File: src/rtl/lru_refill_ctrl.sv
// Miss-side refill controller: latches one miss, fetches the line, writes BEATS fill beats, promotes the victim to MRU.
// Latency from accept to ready is BEATS+2 edges minimum; o_miss_ready is low while a miss is in flight, and memory stalls via ack/rvalid gaps.
module lru_refill_ctrl #(
  parameter int WAYS      = 8,
  parameter int SET_BITS  = 7,
  parameter int BEATS     = 4,
  parameter int BEAT_BITS = 2,
  parameter int DATA_W    = 64
) (
  input  logic                 clk,
  input  logic                 rst,
  input  logic                 i_miss_valid,
  input  logic [SET_BITS-1:0]  i_miss_addr_7,
  output logic                 o_miss_ready,
  input  logic [WAYS-1:0]      i_lru_flag_8,
  output logic                 o_mem_req,
  output logic [SET_BITS-1:0]  o_mem_addr_7,
  input  logic                 i_mem_ack,
  input  logic                 i_mem_rvalid,
  input  logic [DATA_W-1:0]    i_mem_rdata,
  output logic                 o_fill_we,
  output logic [WAYS-1:0]      o_fill_way_8,
  output logic [SET_BITS-1:0]  o_fill_addr_7,
  output logic [BEAT_BITS-1:0] o_fill_beat,
  output logic [DATA_W-1:0]    o_fill_data,
  output logic                 o_lru_upd_en,
  output logic                 o_lru_hit_sig,
  output logic [WAYS-1:0]      o_lru_hit_way_8,
  output logic [SET_BITS-1:0]  o_lru_addr_7,
  output logic                 o_flag_err
);

  localparam logic [1:0] ST_IDLE = 2'd0;
  localparam logic [1:0] ST_REQ  = 2'd1;
  localparam logic [1:0] ST_FILL = 2'd2;
  localparam logic [1:0] ST_UPD  = 2'd3;

  localparam logic [BEAT_BITS-1:0] LAST_BEAT = BEAT_BITS'(BEATS - 1);

  logic [1:0]           state;
  logic [BEAT_BITS-1:0] beat_cnt;
  logic [WAYS-1:0]      victim_q;
  logic [SET_BITS-1:0]  addr_q;

  // A corrupt flag still yields a usable victim: lowest set bit, or way 0 when empty.
  logic [WAYS-1:0] lowest_bit;
  logic            flag_zero;
  logic            flag_onehot;
  logic [WAYS-1:0] victim_nxt;

  assign lowest_bit  = i_lru_flag_8 & (~i_lru_flag_8 + WAYS'(1));
  assign flag_zero   = (i_lru_flag_8 == '0);
  assign flag_onehot = !flag_zero && ((i_lru_flag_8 & (i_lru_flag_8 - WAYS'(1))) == '0);
  assign victim_nxt  = flag_zero ? WAYS'(1) : lowest_bit;

  always_ff @(posedge clk or posedge rst) begin
    if (rst) begin
      state           <= ST_IDLE;
      beat_cnt        <= '0;
      victim_q        <= '0;
      addr_q          <= '0;
      o_miss_ready    <= 1'b1;
      o_mem_req       <= 1'b0;
      o_mem_addr_7    <= '0;
      o_fill_we       <= 1'b0;
      o_fill_way_8    <= '0;
      o_fill_addr_7   <= '0;
      o_fill_beat     <= '0;
      o_fill_data     <= '0;
      o_lru_upd_en    <= 1'b0;
      o_lru_hit_sig   <= 1'b0;
      o_lru_hit_way_8 <= '0;
      o_lru_addr_7    <= '0;
      o_flag_err      <= 1'b0;
    end else begin
      // Strobes are single-cycle unless re-asserted below.
      o_fill_we       <= 1'b0;
      o_lru_upd_en    <= 1'b0;
      o_lru_hit_sig   <= 1'b0;
      o_lru_hit_way_8 <= '0;
      o_flag_err      <= 1'b0;

      case (state)
        ST_IDLE: begin
          if (i_miss_valid) begin
            state        <= ST_REQ;
            addr_q       <= i_miss_addr_7;
            victim_q     <= victim_nxt;
            o_miss_ready <= 1'b0;
            o_mem_req    <= 1'b1;
            o_mem_addr_7 <= i_miss_addr_7;
            o_flag_err   <= !flag_onehot;
          end
        end

        ST_REQ: begin
          // Beats arriving before the ack has been taken are not part of this line.
          if (i_mem_ack) begin
            state     <= ST_FILL;
            o_mem_req <= 1'b0;
          end
        end

        ST_FILL: begin
          if (i_mem_rvalid) begin
            o_fill_we     <= 1'b1;
            o_fill_beat   <= beat_cnt;
            o_fill_data   <= i_mem_rdata;
            o_fill_way_8  <= victim_q;
            o_fill_addr_7 <= addr_q;
            beat_cnt      <= beat_cnt + BEAT_BITS'(1);
            if (beat_cnt == LAST_BEAT) begin
              state           <= ST_UPD;
              o_lru_upd_en    <= 1'b1;
              o_lru_hit_sig   <= 1'b1;
              o_lru_hit_way_8 <= victim_q;
              o_lru_addr_7    <= addr_q;
            end
          end
        end

        default: begin
          state        <= ST_IDLE;
          o_miss_ready <= 1'b1;
        end
      endcase
    end
  end

endmodule

File: config.mk
export PLATFORM = sky130hd
export DESIGN_NAME = lru_refill_ctrl
export DESIGN_NICKNAME = d
export VERILOG_FILES = /design/src/rtl/lru_refill_ctrl.sv
export SDC_FILE = /design/constraint.sdc
export NUM_CORES = 1
export LEC_CHECK = 0
export CAP_MARGIN = 40
export CORE_MARGIN = 5
export CORE_UTILIZATION = 46
export DETAILED_ROUTE_END_ITERATION = 6
export PLACE_DENSITY = 0.9
export SETUP_SLACK_MARGIN = 0.1
export SLEW_MARGIN = 15
export SYNTH_ARGS = -nofsm -noshare
export SYNTH_HDL_FRONTEND = slang
export SYNTH_SLANG_ARGS = --single-unit
File: constraint.sdc
create_clock -name clk -period 7.9 [get_ports clk]
set_input_delay 0.79 -clock clk [delete_from_list [all_inputs] [get_ports clk]]
set_output_delay 0.79 -clock clk [all_outputs]
set_load 0.01 [all_outputs]
== Yosys cells after proc, flatten, opt, wreduce, memory -nomap -nowiden ==
Index checks and enable logic that the tools add are counted.

* Register bits after elaboration: 120
* Input port bits: 84
* Output and inout bits: 109
* Logic and storage cells: 64

* Add/subtract/negate cells: 3
* Equal/unequal tests: 7
* Muxes and demuxes: 21
* Bitwise operators: 4
* Reduce and logical (&&, ||, !) cells: 14

{| class="wikitable"
|+ Operator list
! operator !! count
|-
| $mux 8 || 4
|-
| $and 8x8->8 || 2
|-
| $logic_not 8->1 || 2
|-
| $mux 1 || 10
|-
| $add 8x1->8 const B || 1
|-
| $mux 2 || 4
|-
| $ne 2x2->1 const B || 4
|-
| $not 8->8 || 1
|-
| $sub 8x1->8 const B || 1
|-
| $pmux 2 s3 || 1
|-
| $reduce_and 2->1 || 3
|-
| $reduce_and 3->1 || 2
|-
| $eq 2x2->1 const B || 2
|-
| $pmux 1 s2 || 2
|-
| $reduce_and 4->1 || 1
|-
| $add 2x1->2 const B || 1
|-
| $eq 2x1->1 const B || 1
|-
| $logic_not 1->1 || 2
|-
| $logic_not 2->1 || 1
|-
| $reduce_bool 2->1 || 1
|-
| $reduce_or 2->1 || 1
|-
| $logic_and 1x1->1 || 1
|-
| $not 1->1 || 1
|}

== Longest topological paths before layout ==
Gate-level depths: netlist of the first run.

* Depth after elaboration: 7
* Depth in mapped cells: 7
* Mapped depth without buffers: 6

== Worst setup path after synthesis of the first run ==
Ideal clock, no wire load.

* Kind: input to register
* Start point: input port i_mem_rvalid
* End point: register o_fill_data[0]
* Library setup time: 0.125 ns
* Data arrival time: 1.633 ns
* Required time: 7.775 ns
* Path slack: 6.142 ns
* Cell stages on the path: 5
* Path buffers: 2
* Cells stage by stage: nand2_2 > inv_2 > buf_4 > buf_4 > mux2_2

* Word-level cells in the longest chain between the ends: 1

{| class="wikitable"
|+ Ends and longest elaborated chain
! item !! line !! RTL
|-
| from (decl) || 19 || <nowiki>input logic i_mem_rvalid,</nowiki>
|-
| $reduce_and 2->1 (no line) || n/a ||
|-
| to (signal assigned) || 108 || <nowiki>o_fill_data <= i_mem_rdata;</nowiki>
|-
| to (decl) || 25 || <nowiki>output logic [DATA_W-1:0] o_fill_data,</nowiki>
|}

Every way passes these cells.
A chain may end at the register's enable or synchronous reset.

== Worst setup path after layout of the first run ==
* Start point: register o_miss_ready
* End point: output port o_miss_ready

{| class="wikitable"
|+ RTL lines
! item !! line !! RTL
|-
| from (decl) || 14 || <nowiki>output logic o_miss_ready,</nowiki>
|-
| from (signal assigned) || 62 || <nowiki>o_miss_ready <= 1'b1;</nowiki>
|-
| from (signal assigned) || 89 || <nowiki>o_miss_ready <= 1'b0;</nowiki>
|-
| from (signal assigned) || 124 || <nowiki>o_miss_ready <= 1'b1;</nowiki>
|}

No word-level cell between the ends.

==> results of run 1 <==
cell type report:
type	instances	area, sq um
sequential	120	3004
fill	619	2465
timing repair buffer	196	1984
multi-input combinational	160	1514
clock buffer	18	417.9
clock inverter	14	197.7
tap	133	166.4
inverter	6	25.02
how the worst max path moves through the flow:
stage | from | to | slack [ps] | cells past startpoint
after floorplan | rst | addr_q[0] | 3930 | 1
after global placement | i_mem_rvalid | o_fill_data[8] | 5010 | 5
after detailed placement | i_mem_rvalid | o_fill_data[36] | 4950 | 5
after CTS | i_mem_rvalid | o_fill_data[8] | 5470 | 5
after global routing | i_mem_rvalid | o_fill_data[36] | 5480 | 6
final | o_miss_ready | o_miss_ready | 5540 | 1
sequential cells by signal (all words and copies together), names as in the netlist:
register,cells
o_fill_data,64
o_fill_way_8,8
o_lru_hit_way_8,8
victim_q,8
addr_q,7
o_fill_addr_7,7
o_lru_addr_7,7
beat_cnt,2
o_fill_beat,2
state,2
o_fill_we,1
o_flag_err,1
o_lru_hit_sig,1
o_mem_req,1
o_miss_ready,1
power by group through the flow:
stage,clock [mW],sequential [mW],combinational [mW]
after floorplan,0,1.14,0.398
after global placement,0,1.04,1.11
after detailed placement,0,1.05,1.15
after CTS,0.809,1.04,1.16
after global routing,0.837,1.08,1.22
final,0.795,1.04,1.14
through the flow:
stage | instances | setup slack, ps | hold slack, ps | utilization, %
final | 647 | 5540 | 504.6 | 74.78
after global routing | 647 | 5485 | 520.3 | 74.78
after CTS | 645 | 5465 | 508.1 | 74.30
after detailed placement | 613 | 4947 | 488.0 | 68.00
after global placement | 613 | 5015 | 479.7 | 68.00
after floorplan | 301 | 3926 | 457.8 | -
routing by layer:
layer,vias up,share of wire [%],track usage (%)
met5,-,0,0
met4,0,1.5,6.245
met3,20,8.2,7.105
met2,132,53,35.62
met1,1618,37,22.14
li1,1455,-,-
cells in the mapped netlist (all sizes together):
cell type	n
dfrtp	119
mux2	96
buf	13
nand2	13
o21ai	10
and2	8
inv	6
ha	4
nand3	4
clkbuf	2
nand2b	2
nor2	2
nor3	2
nor4b	2
o31ai	2
a2111o	1
a21oi	1
a221oi	1
a22o	1
and3	1
and4b	1
dfstp	1
maj3	1
mux2i	1
nand4	1
nor2b	1
nor4	1
o32a	1
o41ai	1
or3	1
xnor2	1
cells by family after synthesis:
logic type                 synth area share (%)
and+or+nand+nor                           4.952
xor gates and xnor gates                 0.1894
adders and majority gates                 1.299
muxes                                     23.59
AOI/OAI and AO/OA                         2.705
buffers and inverters                     2.300
DFF                                       64.96
==> key figures, run 1 <==
Outcome
  • Status: complete, no violations

STA
  • Fmax: ~0.42 GHz
  • Final setup fails: 0
  • Actual slew at the worst max-slew pin: approximately 800 ps
  • Crit share post-route: 29.87%
  • Setup TNS: 0 ps
  • Minimum clock period: between 2000 and 2500 ps
  • Final Hold Viols: 0
  • Rel. slew slack: a little under half
  • Clock Skew: 6.387 ps
  • Max-slew violations: 0
  • RSZ-0062 raised after global routing: no

Finish
  • Most frequent cells in the layout: clkdlybuf4s50_1, dfrtp_1, mux2_2
  • Layout cells sized above 1: between 20% and 30%
  • Design area: around 0.0073 sq mm
  • Commonest non-fill, non-tap cell in the layout: clkdlybuf4s50_1
  • Diodes inserted: 0
  • Fin nets: roughly 590
  • P&R area growth vs syn: 58.06%

CTS
  • CTS tree: done
  • CTS root buffer: clkbuf_8
  • Post-CTS resize count: 0
  • H-tree levels: 4
  • TritonCTS Buffers: 17
  • CTS Hold Buffers Added: 0
  • Worst-Skew Late Latency: roughly 500 ps
  • Reg clk slew, reported paths: approximately 60 ps
  • Clk buf depth: 2
  • Total clock sinks: 120
  • Post-CTS Setup Inserts: 0

Power and ir drop
  • Overall power: between 2 and 3 mW
  • Psw: 0.8657 mW
  • Pleak: 3.101 nW
  • Register share of total power: a little over a third
  • Clock network power share: between 20% and 30%
  • Internal Power: between 2 and 2.5 mW
  • Peak supply drop: ~0.00023 V
  • Comb pwr share: between 30% and 40%
  • Pwr/cell area: ~410 mW/mm^2
  • Sw Share: 29.04%

Floorplan
  • Top Ports: roughly 190
  • Die width: roughly 110 um
  • FP Rows: 36
  • DIE AREA: between 0.01 and 0.015 sq mm
  • Starting Density: between 40% and 50%
  • Die Ht: 110.3 um
  • Core area: around 0.0098 sq mm

Logic synthesis
  • Yosys reg bits: 120
  • Post-Syn Instances: ~300
  • Average size of a mapped cell: roughly 15 sq um
  • Mapped Nets: a little under 400
  • Area share of the largest cell type after synthesis: 64.39%
  • Cell taking the most area after synthesis: dfrtp_1
  • Register area share after synthesis: between 60% and 70%
  • Synth unique cells: 38
  • Synth area leaders: dfrtp_1, mux2_2, and2_1
  • Synth Cell Area: approximately 0.0046 sq mm
  • Synth warnings: 0

GRT
  • Largest net degree at the start of global routing: 74
  • Grt total ovfl: 0
  • First-pass GRT wire length: 18210 um
  • Initial antenna violation count: 0
  • GRT Overall Usage: approximately 20%
  • Via count of the first global-routing pass: approximately 3.5k

Worst hold path
  • Hold Startpoint: o_fill_data[5]
  • Worst Hold Class: register to register
  • Worst hold path depth: 1
  • Hold Crit Endpoint: o_fill_data[5]

Routing
  • DR pass1 iterations: 4
  • Via-per-instance ratio: 4.985
  • Iteration-0 DRC Markers: between 100 and 150
  • Drt total wl: 11910 um
  • Post-route ant nets: 0
  • Residual DRC: 0
  • Drt wl/cell: approximately 18 um
  • DR vias: roughly 3.2k

Setup path
  • Crit. End Element: output port
  • CP Data Required Time: 7110 ps
  • WP data arrival: about 1600 ps
  • R2r endpoint: o_fill_data[8]
  • Origin of the critical flop-to-flop path: state[0]
  • Critical path peak fanout: 2
  • Worst Reg2Reg Path Length in Cells: 7
  • Critical path buffers and inverters: 1
  • Delay-heaviest family, CP: buffers and inverters
  • Slowest Stage Delay on Critical Path: about 540 ps
  • CP Launch Type: register
  • Flop-to-flop setup slack: approximately 5600 ps
  • Crit path cell chain: clkdlybuf4s50_1
  • Setup Crit Path Kind: register to output port
  • Max stage delay cell, worst path: clkdlybuf4s50_1

Place
  • RePlAce Congestion: between 0.8 and 0.9
  • HPWL after detailed placement: ~8600 um
  • DP Area: 0.006646 sq mm
  • IO Port Bufs: roughly 190

Job
  • Max-cap violation count: 0
(Power assumes the default switching activity.)
==> inputs of run 2 (changes only) <==
--- a/config.mk
+++ b/config.mk
@@ -7,9 +7,9 @@
 export LEC_CHECK = 0
 export CAP_MARGIN = 40
 export CORE_MARGIN = 5
-export CORE_UTILIZATION = 46
+export CORE_UTILIZATION = 39
 export DETAILED_ROUTE_END_ITERATION = 6
-export PLACE_DENSITY = 0.9
+export PLACE_DENSITY = 0.82
 export SETUP_SLACK_MARGIN = 0.1
 export SLEW_MARGIN = 15
 export SYNTH_ARGS = -nofsm -noshare
==> constraint.sdc (replaced) <==
create_clock -name clk -period 1.95 [get_ports clk]
set_input_delay 0.195 -clock clk [delete_from_list [all_inputs] [get_ports clk]]
set_output_delay 0.195 -clock clk [all_outputs]
set_load 0.01 [all_outputs]
==> key figures, run 2 (synthesis results as in run 1) <==
Outcome
  • Status: complete, no violations (unchanged)

CTS
  • CTS root buffer: clkbuf_16 (was clkbuf_8)
  • CTS Hold Buffers Added: 0 (unchanged)
  • H-tree levels: 4 (unchanged)
  • TritonCTS Buffers: 17 (unchanged)
  • Post-CTS resize count: 0 (unchanged)
  • Total clock sinks: 120 (unchanged)
  • CTS tree: done (unchanged)
  • Worst-Skew Late Latency: 400 ps (was 500 ps)
  • Reg clk slew, reported paths: 50 ps (was 60 ps)
  • Clk buf depth: 2 (unchanged)
  • Post-CTS Setup Inserts: 0 (unchanged)

STA
  • RSZ-0062 raised after global routing: no (unchanged)
  • Minimum clock period: around 1700 ps
  • Setup TNS: 0 ps (unchanged)
  • Rel. slew slack: 69.77% (was 46.65%)
  • Clock Skew: 6.396 ps (was 6.387 ps)
  • Max-slew violations: 0 (unchanged)
  • Final setup fails: 0 (unchanged)
  • Actual slew at the worst max-slew pin: 452.4 ps (was 798.3 ps)
  • Final Hold Slack: 156.6 ps (was 504.6 ps)
  • Fmax: just under 0.6 GHz
  • Crit share post-route: roughly 86%
  • Final Hold Viols: 0 (unchanged)

Finish
  • P&R area growth vs syn: 59.82% (was 58.06%)
  • Final core occ: 64.18% (was 74.78%)
  • Max reg flops: 64 (unchanged)
  • Layout cells sized above 1: 27.75% (was 27.04%)
  • Fillers: 894 (was 619)
  • Most flop-heavy register: o_fill_data (unchanged)
  • Most frequent cells in the layout: clkdlybuf4s50_1, dfrtp_1, mux2_2 (unchanged)
  • Fin nets: 594 (was 589)
  • Commonest non-fill, non-tap cell in the layout: clkdlybuf4s50_1 (unchanged)
  • Diodes inserted: 0 (unchanged)

GRT
  • First-pass GRT wire length: 18730 um (was 18210 um)
  • Via count of the first global-routing pass: 3468 (was 3477)
  • Grt total ovfl: 0 (unchanged)
  • GRT Overall Usage: 17.07% (was 19.91%)
  • Largest net degree at the start of global routing: 48 (was 74)
  • Initial antenna violation count: 0 (unchanged)

Setup path
  • Flop-to-flop setup slack: 270 ps (was 5640 ps)
  • Origin of the critical flop-to-flop path: state[0] (unchanged)
  • WP data arrival: 1960 ps (was 1570 ps)
  • Critical path peak fanout: 47 (was 2)
  • CP Data Required Time: 2230 ps (was 7110 ps)
  • Worst Reg2Reg Path Length in Cells: 6 (was 7)
  • CP Launch Type: register (unchanged)
  • Crit. End Element: register (was output port)
  • Setup Crit Path Kind: register to register (was register to output port)
  • R2r endpoint: o_fill_data[26] (was o_fill_data[8])

Routing
  • Post-route ant nets: 0 (unchanged)
  • DR pass1 iterations: 4 (unchanged)
  • DR vias: 3190 (was 3225)
  • Iteration-0 DRC Markers: 165 (was 113)
  • Residual DRC: 0 (unchanged)
  • Drt wl/cell: 17.71 um (was 18.41 um)
  • Drt total wl: 11730 um (was 11910 um)
  • Via-per-instance ratio: 4.819 (was 4.985)

Power and ir drop
  • Pleak: 3.144 nW (was 3.101 nW)
  • Peak supply drop: 0.0007318 V (was 0.0002341 V)
  • Pwr/cell area: 1638 mW/mm^2 (was 407.8 mW/mm^2)

Floorplan
  • Die width: 118.9 um (was 110.3 um)
  • FP Rows: 39 (was 36)
  • DIE AREA: 0.01413 sq mm (was 0.01216 sq mm)
  • Top Ports: 193 (unchanged)
  • Core area: 0.01152 sq mm (was 0.009774 sq mm)
  • Die Ht: 118.9 um (was 110.3 um)
  • Starting Density: 40.16% (was 47.31%)

Worst hold path
  • Worst Hold Class: input port to asynchronous set/reset pin (was register to register)

Job
  • Max-cap violation count: 0 (unchanged)

Place
  • IO Port Bufs: 192 (unchanged)
  • RePlAce Congestion: 0.8246 (was 0.8081)
  • HPWL after detailed placement: 8619 um (was 8581 um)
run 2: area by class of cell:
class	count	area (sq um)	area share [%]
well taps	143	178.9	2.421
clock buffers	24	511.7	6.924
repair buffers	201	2039	27.59
clock inverters	8	115.1	1.557
inverters	6	27.53	0.3724
flip-flops and latches	120	3004	40.65
multi-input cells	160	1514	20.48
run 2: per-stage QoR:
| step | worst slack [ps] | total power [mW] | area, sq um | std cells |
|---|---|---|---|---|
| 6_report | 274.8 | 12.11 | 7391 | 662 |
| 5_1_grt | 177.0 | 12.77 | 7391 | 662 |
| 4_1_cts | 265.3 | 12.28 | 7391 | 662 |
| 3_5_place_dp | 198.8 | 8.973 | 6764 | 630 |
| 3_3_place_gp | 264.8 | 8.792 | 6764 | 630 |
| 2_1_floorplan | 286.5 | 6.241 | 4628 | 301 |
run 2: metal layers:
| layer | global-route usage (%) | wire, um | vias to the layer above |
|---|---|---|---|
| li1 | - | - | 1473 |
| met1 | 18.26 | 4448 | 1589 |
| met2 | 30.27 | 6285 | 115 |
| met3 | 6.730 | 822 | 13 |
| met4 | 6.734 | 168 | 0 |
| met5 | 0 | 0 | - |
run 2: power breakdown:
part,leakage (nW),internal (mW),switching [mW],total (mW)
clock,0.316,2.20,1.03,3.23
combinational,1.35,2.93,1.75,4.69
sequential,1.47,3.59,0.601,4.19
total,3.14,8.73,3.38,12.1
run 2: critical path, cell delays in order (launching register included):
cell and delay [ps]:
dfrtp_1 400, inv_1 90, ha_1 230, nand2_2 80
clkinv_2 80, buf_12 240, mux2_2 380
run 2: worst max-delay path by stage:
stage | start | to | cells past startpoint
global route | state[0] | o_lru_addr_7[6] | 4
floorplan | rst | addr_q[0] | 1
CTS | o_miss_ready | o_miss_ready | 1
global placement | i_lru_flag_8[0] | victim_q[0] | 5
finish | state[0] | o_fill_data[26] | 6
detailed placement | i_lru_flag_8[0] | victim_q[0] | 5
==> inputs of run 3 (changes only) <==
--- a/config.mk
+++ b/config.mk
@@ -6,11 +6,14 @@
 export NUM_CORES = 1
 export LEC_CHECK = 0
 export CAP_MARGIN = 40
+export CELL_PAD_IN_SITES_DETAIL_PLACEMENT = 1
+export CELL_PAD_IN_SITES_GLOBAL_PLACEMENT = 1
 export CORE_MARGIN = 5
-export CORE_UTILIZATION = 39
+export CORE_UTILIZATION = 30
 export DETAILED_ROUTE_END_ITERATION = 6
-export PLACE_DENSITY = 0.82
+export PLACE_DENSITY = 0.8
 export SETUP_SLACK_MARGIN = 0.1
+export SKIP_LAST_GASP = 1
 export SLEW_MARGIN = 15
 export SYNTH_ARGS = -nofsm -noshare
 export SYNTH_HDL_FRONTEND = slang
==> key figures, run 3 (synthesis results as in run 1) <==
Finish
  • Fillers: 1520 (was 894)
  • Multi-input gate area: 0.001514 sq mm (unchanged)
  • P&R area growth vs syn: 60.80% (was 59.82%)
  • Commonest non-fill, non-tap cell in the layout: clkdlybuf4s50_1 (unchanged)
  • Final core occ: 49.10% (was 64.18%)
  • Fin nets: 595 (was 594)
  • Storage element area: 0.003004 sq mm (unchanged)
  • Layout cells sized above 1: 27.50% (was 27.75%)
  • Most flop-heavy register: o_fill_data (unchanged)
  • Diodes inserted: 0 (unchanged)
  • Max reg flops: 64 (unchanged)
  • Most frequent cells in the layout: clkdlybuf4s50_1, dfrtp_1, mux2_2 (unchanged)

CTS
  • Clk buf depth: 2 (unchanged)
  • TritonCTS Buffers: 17 (unchanged)
  • Post-CTS resize count: 0 (unchanged)
  • Worst-Skew Late Latency: 410 ps (was 400 ps)
  • Post-CTS Setup Inserts: 0 (unchanged)
  • CTS tree: done (unchanged)
  • Reg clk slew, reported paths: 60 ps (was 50 ps)
  • H-tree levels: 4 (unchanged)
  • CTS Hold Buffers Added: 0 (unchanged)
  • Total clock sinks: 120 (unchanged)
  • CTS root buffer: clkbuf_16 (unchanged)

Setup path
  • Crit. End Element: register (unchanged)
  • CP Launch Type: register (unchanged)
  • Max stage delay cell, worst path: dfrtp_1 (unchanged)
  • WP data arrival: 1980 ps (was 1960 ps)
  • Crit path cell chain: inv_1, ha_1, nand2_2, clkinv_2, buf_12, mux2_2 (unchanged)
  • Critical path peak fanout: 46 (was 47)
  • Setup Crit Path Kind: register to register (unchanged)
  • Slowest Stage Delay on Critical Path: 400 ps (about the same)
  • CP Data Required Time: 2230 ps (about the same)

STA
  • Setup TNS: 0 ps (unchanged)
  • Final setup fails: 0 (unchanged)
  • Max-slew violations: 0 (unchanged)
  • Clock Skew: 10.11 ps (was 6.396 ps)
  • Minimum clock period: 1701 ps (was 1675 ps)
  • Crit share post-route: 87.24% (was 85.91%)
  • Final Hold Slack: 196.6 ps (was 156.6 ps)
  • Fmax: 0.5878 GHz (was 0.5970 GHz)
  • RSZ-0062 raised after global routing: no (unchanged)
  • Rel. slew slack: 64.87% (was 69.77%)
  • Worst Slack Setup Final: 248.8 ps (was 274.8 ps)
  • Final Hold Viols: 0 (unchanged)
  • Actual slew at the worst max-slew pin: 525.9 ps (was 452.4 ps)

Routing
  • Via-per-instance ratio: 4.644 (was 4.819)
  • Post-route ant nets: 0 (unchanged)
  • Iteration-0 DRC Markers: 69 (was 165)
  • Drt wl/cell: 18.95 um (was 17.71 um)
  • DR pass1 iterations: 4 (unchanged)
  • Residual DRC: 0 (unchanged)
  • DR vias: 3288 (was 3190)
  • Drt total wl: 13420 um (was 11730 um)

Power and ir drop
  • Pwr/cell area: 1627 mW/mm^2 (was 1638 mW/mm^2)
  • Overall power: 12.10 mW (was 12.11 mW)
  • Peak supply drop: 0.0005911 V (was 0.0007318 V)
  • Pleak: 3.127 nW (was 3.144 nW)

Place
  • IO Port Bufs: 192 (unchanged)
  • RePlAce Congestion: 0.8043 (was 0.8246)
  • HPWL after detailed placement: 9993 um (was 8619 um)
  • Dpl ws: 163.8 ps (was 198.8 ps)

Floorplan
  • DIE AREA: 0.01800 sq mm (was 0.01413 sq mm)
  • Starting Density: 30.53% (was 40.16%)
  • FP Rows: 45 (was 39)
  • Top Ports: 193 (unchanged)
  • Die Ht: 134.2 um (was 118.9 um)
  • Core area: 0.01515 sq mm (was 0.01152 sq mm)
  • Die width: 134.2 um (was 118.9 um)

Job
  • Max-cap violation count: 0 (unchanged)

Outcome
  • Status: complete, no violations (unchanged)

GRT
  • First-pass GRT wire length: 21480 um (was 18730 um)
  • Via count of the first global-routing pass: 3798 (was 3468)
  • GRT Overall Usage: 15.59% (was 17.07%)
  • Initial antenna violation count: 0 (unchanged)
  • Grt total ovfl: 0 (unchanged)
  • Largest net degree at the start of global routing: 47 (was 48)

Worst hold path
  • Worst Hold Class: input port to asynchronous set/reset pin (unchanged)
run 3: cell types whose count changed in the layout (fill, tap and decap cells not counted):
cell | previous run | this run
clkbuf_1 | 1 | 3
clkinv_2 | 6 | 4
clkinvlp_4 | 1 | 3
buf_12 | 4 | 5
bufinv_16 | 3 | 2
clkbuf_8 | 6 | 5
run 3: final cells by class:
class,instances,area share (%)
repair buffers,202,27.70
well taps,188,3.163
inverters,6,0.3702
clock buffers,25,6.798
flip-flops and latches,120,40.40
clock inverters,7,1.212
multi-input cells,160,20.36
run 3: critical path: cells and delay by family (launching register included):
kind | cells | cell delay (ps)
adders and majority gates | 1 | 220
buffers and inverters | 3 | 410
DFF | 1 | 400
muxes | 1 | 380
and+or+nand+nor | 1 | 90
run 3: power breakdown:
group          internal, mW  switching [mW]
registers              3.59           0.633
logic                  2.94            1.81
clock network          2.04            1.07
run 3: worst paths after layout:
path	from	endpoint	slack (ps)	cells after the start
max	state[0]	o_fill_data[32]	250	6
min	rst	addr_q[2]	200	2
max reg2reg	state[0]	o_fill_data[32]	250	6
min reg2reg	o_fill_addr_7[3]	o_fill_addr_7[3]	500	1
max in group asynchronous	rst	o_miss_ready	1180	3
min in group clk	i_mem_rdata[9]	o_fill_data[9]	400	2
run 3: per-layer routing:
layer | share of wire [%] | global-route usage (%)
met5 | 0 | 0
met4 | 1.6 | 6.109
met3 | 6.6 | 5.701
met2 | 53 | 27.34
met1 | 39 | 17.23
run 3: through the flow:
| stage | instances | instance area (sq um) |
|---|---|---|
| 6_report | 708 | 7436 |
| 5_1_grt | 708 | 7436 |
| 4_1_cts | 708 | 7436 |
| 3_5_place_dp | 676 | 6840 |
| 3_3_place_gp | 676 | 6840 |
| 2_1_floorplan | 301 | 4628 |
